### src/rtl/parallel_to_serial_pkg.sv
// Shared definitions for the parallel-to-serial transmitter:
// FSM state encodings and the default word width.
package parallel_to_serial_pkg;

    localparam int unsigned DEFAULT_DATA_W = 8;

    typedef enum logic [1:0] {
        IDLE  = 2'd0,
        SHIFT = 2'd1,
        DONE  = 2'd2
    } state_t;

endpackage

### src/rtl/tx_hold_reg.sv
// One-entry hold buffer between the upstream handshake and the shifter.
module tx_hold_reg #(
    parameter int unsigned DATA_W = 8
) (
    input  logic              clk,
    input  logic              rst_n,
    input  logic              clear,
    input  logic              wr,
    input  logic [DATA_W-1:0] din,
    input  logic              rd,
    output logic [DATA_W-1:0] dout,
    output logic              full
);

    // wr is only issued while empty and rd only while full, so they never collide.
    always_ff @(posedge clk or negedge rst_n) begin
        if (!rst_n) begin
            full <= 1'b0;
            dout <= '0;
        end else if (clear) begin
            full <= 1'b0;
        end else if (wr) begin
            dout <= din;
            full <= 1'b1;
        end else if (rd) begin
            full <= 1'b0;
        end
    end

endmodule

### src/rtl/parallel_to_serial.sv
// Serialises DATA_W-bit words MSB first, gated by Enable, with a one-entry
// hold buffer so the next word can be accepted while the current one shifts.
module parallel_to_serial
    import parallel_to_serial_pkg::*;
#(
    parameter int unsigned DATA_W = DEFAULT_DATA_W
) (
    input  logic              clk,
    input  logic              rst_n,
    input  logic              Enable,
    input  logic              abort,
    input  logic [DATA_W-1:0] tx_data,
    input  logic              tx_valid,
    output logic              tx_ready,
    output logic              serial_out,
    output logic              busy,
    output logic              done
);

    localparam int unsigned CNT_W = (DATA_W > 1) ? $clog2(DATA_W) : 1;

    state_t              state, state_n;
    logic [DATA_W-1:0]   shreg, shreg_n;
    logic [CNT_W-1:0]    cnt, cnt_n;
    logic                sout_n;

    logic                hold_full;
    logic [DATA_W-1:0]   hold_dout;
    logic                hold_wr;
    logic                load;

    assign tx_ready = ~hold_full;
    assign hold_wr  = tx_valid & tx_ready & ~abort;
    assign load     = hold_full & Enable & ~abort & ((state == IDLE) || (state == DONE));

    tx_hold_reg #(
        .DATA_W (DATA_W)
    ) u_hold (
        .clk   (clk),
        .rst_n (rst_n),
        .clear (abort),
        .wr    (hold_wr),
        .din   (tx_data),
        .rd    (load),
        .dout  (hold_dout),
        .full  (hold_full)
    );

    always_ff @(posedge clk or negedge rst_n) begin
        if (!rst_n) begin
            state      <= IDLE;
            shreg      <= '0;
            cnt        <= '0;
            serial_out <= 1'b0;
        end else begin
            state      <= state_n;
            shreg      <= shreg_n;
            cnt        <= cnt_n;
            serial_out <= sout_n;
        end
    end

    // The shift register moves left so the next bit always sits at DATA_W-2.
    always_comb begin
        state_n = state;
        shreg_n = shreg;
        cnt_n   = cnt;
        sout_n  = serial_out;

        if (abort) begin
            state_n = IDLE;
            shreg_n = '0;
            cnt_n   = '0;
            sout_n  = 1'b0;
        end else begin
            case (state)
                IDLE: begin
                    sout_n = 1'b0;
                    if (load) begin
                        state_n = SHIFT;
                        shreg_n = hold_dout;
                        cnt_n   = CNT_W'(DATA_W - 1);
                        sout_n  = hold_dout[DATA_W-1];
                    end
                end
                SHIFT: begin
                    if (Enable) begin
                        if (cnt != '0) begin
                            shreg_n = shreg << 1;
                            cnt_n   = cnt - 1'b1;
                            sout_n  = shreg[DATA_W-2];
                        end else begin
                            state_n = DONE;
                            sout_n  = 1'b0;
                        end
                    end
                end
                DONE: begin
                    sout_n  = 1'b0;
                    state_n = IDLE;
                    if (load) begin
                        state_n = SHIFT;
                        shreg_n = hold_dout;
                        cnt_n   = CNT_W'(DATA_W - 1);
                        sout_n  = hold_dout[DATA_W-1];
                    end
                end
                default: begin
                    state_n = IDLE;
                    sout_n  = 1'b0;
                end
            endcase
        end
    end

    assign busy = (state == SHIFT);
    assign done = (state == DONE);

endmodule
### config.mk
export PLATFORM = sky130hd
export DESIGN_NAME = parallel_to_serial
export DESIGN_NICKNAME = d
export VERILOG_FILES = /design/src/rtl/parallel_to_serial_pkg.sv /design/src/rtl/tx_hold_reg.sv /design/src/rtl/parallel_to_serial.sv
export SDC_FILE = /design/constraint.sdc
export NUM_CORES = 1
export LEC_CHECK = 0
export ABC_AREA = 1
export CORE_MARGIN = 2
export CORE_UTILIZATION = 40
export DETAILED_ROUTE_END_ITERATION = 8
export SYNTH_ARGS = -nofsm -noshare
export SYNTH_HDL_FRONTEND = slang
export SYNTH_SLANG_ARGS = --single-unit
export TNS_END_PERCENT = 50
### constraint.sdc
create_clock -name clk -period 2.1 [get_ports clk]
set_input_delay 0.525 -clock clk [delete_from_list [all_inputs] [get_ports clk]]
set_output_delay 0.525 -clock clk [all_outputs]
set_load 0.05 [all_outputs]
==> flow_metrics.py <==
metrics = {
    "outcome": {
        "status": "complete, no violations",
    },
    "sta": {
        "fin_crit_sh_pct": 95.41,
        "hold_slack_ns": 0.4961,
        "skew_ns": 0.007370,
        "slew-limit-headroom_pct": 66.92,
        "finalMaxSlewViolations": 0,
        "min_period_ns": 2.004,
        "worstMarginPinSlew_ns": 0.4947,
        "fin_ws_ns": 0.09632,
        "hold_viol": 0,
        "finalSetupViolCount": 0,
        "grt_setup_unrepaired": "no",
        "setup-tns-final_ns": 0,
        "clock.fmax_mhz": 499.1,
    },
    "yosys": {
        "synth_seq_cells": 22,
        "avgSynthCellArea_um2": 8.116,
        "synth_warnings": 0,
        "synth_area_um2": 1217,
        "synth_top_area_cell": "dfrtp_1",
        "netlist.area_leader.share_pct": 45.22,
        "synthTopCellsByArea": "dfrtp_1 (45%), nand2_1 (18%), nand3_1 (7.0%)",
        "synth_cell_type_count": 20,
        "yosysSeqAreaShare_pct": 45.22,
        "syn_nets": 165,
        "syn-instance-count": 150,
    },
    "power_and_ir_drop": {
        "finalPower_mw": 1.149,
        "p_int_mw": 0.7472,
        "switchingPower_mw": 0.4018,
        "leakage_nw": 0.7957,
        "p_sw_share_pct": 34.97,
        "pwr-share-comb_pct": 30.2,
        "vdd_drop_max_mv": 0.2901,
        "pwr-share-clk_pct": 20.2,
        "powerDensity_nw_per_um2": 786.9,
        "seqPwrFrac_pct": 49.6,
    },
    "flow_run": {
        "drv_cap": 0,
    },
    "worst_setup_path": {
        "critical-path-max-stage-delay_ns": 0.80,
        "worst-path-max-fanout": 2,
        "critical_path_depth": 1,
        "worst_setup_path_start_kind": "flip-flop",
        "timing.reg2reg.setup_slack_ns": 0.71,
        "critPathSlowestCell": "clkdlybuf4s50_1",
        "r2r_cells": 8,
        "arrival_ns": 1.48,
        "crit_start": "serial_out",
        "worstPathCellList": "clkdlybuf4s50_1",
        "required_ns": 1.57,
        "crit_buf_inv": 1,
        "path_delay_family": "buffers and inverters",
        "setup.worst_path.end_class": "output pin",
        "critical_path_class": "flip-flop to output pin",
        "reg2reg_from": "cnt[0]",
    },
    "routing": {
        "via_per_inst": 4.698,
        "drt_iter0_markers": 31,
        "vias": 949,
        "wirelength_um": 2125,
        "drc": 0,
        "ant_nets": 0,
        "wire_per_inst_um": 10.52,
        "dr.pass1.iters": 4,
        "top_layer": "met4",
        "wl_met2_um": 880,
        "met3_length_um": 77,
        "wl_met1_um": 1149,
    },
    "floorplanning": {
        "io_pins": 17,
        "dieArea_um2": 3501,
        "die_y_um": 59.17,
        "initial_utilization_pct": 40.88,
        "core_area_um2": 2978,
        "fp.dieW_um": 59.17,
        "rows": 20,
    },
    "grt": {
        "first_global_vias": 896,
        "grt_max_degree": 23,
        "grt.overflow.total": 0,
        "grt_pass1_wl_um": 4036,
        "antenna_found_initial": 0,
        "track_usage_pct": 14.85,
    },
    "placed_design": {
        "dpl.cell_count": 198,
        "gp_congestion": 0.8288,
        "portBuffers": 16,
        "hpwl_um": 1655,
        "dpl_cell_area_um2": 1424,
        "pre_cts_ws_ns": 0.2388,
    },
    "final_layout": {
        "drive_gt1_share_pct": 14.79,
        "multi_input_area_um2": 553.0,
        "final_nets": 185,
        "areaGrowthSynthToFinish_pct": 19.94,
        "num_antenna_cells": 0,
        "stdcell_count": 202,
        "nFillCells": 298,
        "stdcell_area_um2": 1460,
        "fin_util_pct": 49.03,
        "regArea_um2": 550.5,
    },
    "clocking": {
        "clk_latency_ns": 0.30,
        "cts_made_buffers": 3,
        "cts_resized": 0,
        "cts_setup_buffers": 0,
        "clock_path_buffers": 2,
        "cts_tree": "done",
        "ctsHoldBuffers": 0,
        "clkSinkCount": 22,
        "cts-root-buf": "clkbuf_4",
        "clkTransAtPathRegs_ns": 0.13,
        "cts_max_level": 1,
    },
    "min_path": {
        "hp-start": "cnt[1]",
        "holdCritPathClass": "flip-flop to flip-flop",
        "whs_path_depth": 2,
    },
}
[cell type report]
| class | count | share of cell area (%) |
|---|---|---|
| multi-input combinational | 104 | 37.87 |
| sequential | 22 | 37.70 |
| timing repair buffer | 18 | 13.20 |
| inverter | 21 | 5.913 |
| tap | 33 | 2.828 |
| clock buffer | 4 | 2.485 |
[tightest hold or removal path: stages (launching register included)]
cell and delay, ns:
dfrtp_1 0.37, nand2_1 0.06, nand2_1 0.05
[synth_stat cells, drive strengths merged]
library cell / n
nand2: 64
dfrtp: 22
inv: 21
nand3: 19
o21ai: 8
nor2: 6
a21oi: 3
buf: 3
ha: 2
nand4: 1
nor3: 1
[cells by family after synthesis]
logic type                 after synthesis  share of synthesized area [%]
and+or+nand+nor                         91                          38.85
buffers and inverters                   24                          9.353
DFF                                     22                          45.22
AOI/OAI and AO/OA                       11                          4.522
adders and majority gates                2                          2.055
[placed cells by master (no fill, tap or decap), types with 2 or more instances in the layout]
| cell | Yosys | final |
|---|---|---|
| ha_1 | 2 | 2 |
| clkbuf_4 | 0 | 3 |
| inv_4 | 3 | 3 |
| nand3_1 | 17 | 17 |
| o21ai_0 | 8 | 8 |
| inv_1 | 16 | 16 |
| a21oi_1 | 3 | 3 |
| nand3_4 | 2 | 2 |
| buf_4 | 0 | 3 |
| nand2_4 | 3 | 3 |
| inv_2 | 2 | 2 |
| clkdlybuf4s50_1 | 0 | 13 |
| buf_12 | 0 | 2 |
| dfrtp_1 | 22 | 22 |
| nand2_2 | 2 | 2 |
| nor2_8 | 2 | 2 |
| nor2_1 | 3 | 3 |
| nand2_1 | 58 | 58 |
[sequential cells by signal (all words and copies together) (netlist names)]
name	cells
state	2
u_hold.dout	8
u_hold.full	1
cnt	3
serial_out	1
shreg	7
[power groups by stage]
stage / sequential, mW / combinational (mW) / clock, mW
floorplan: 0.551 / 0.270 / 0
global placement: 0.579 / 0.345 / 0
CTS: 0.571 / 0.352 / 0.240
detailed placement: 0.578 / 0.351 / 0
global route: 0.582 / 0.394 / 0.263
finish: 0.570 / 0.347 / 0.232
[path summary, 6_finish.rpt]
check,to
max,serial_out
min,cnt[1]
max reg2reg,shreg[3]
min reg2reg,cnt[1]
max in group asynchronous,cnt[0]
min in group asynchronous,state[1]
[layer usage]
metal,vias to the layer above,track usage (%)
met3,2,3.712
met4,0,4.221
met2,17,21.27
met5,-,0
met1,424,22.13
li1,506,-
(Power assumes the default switching activity.)
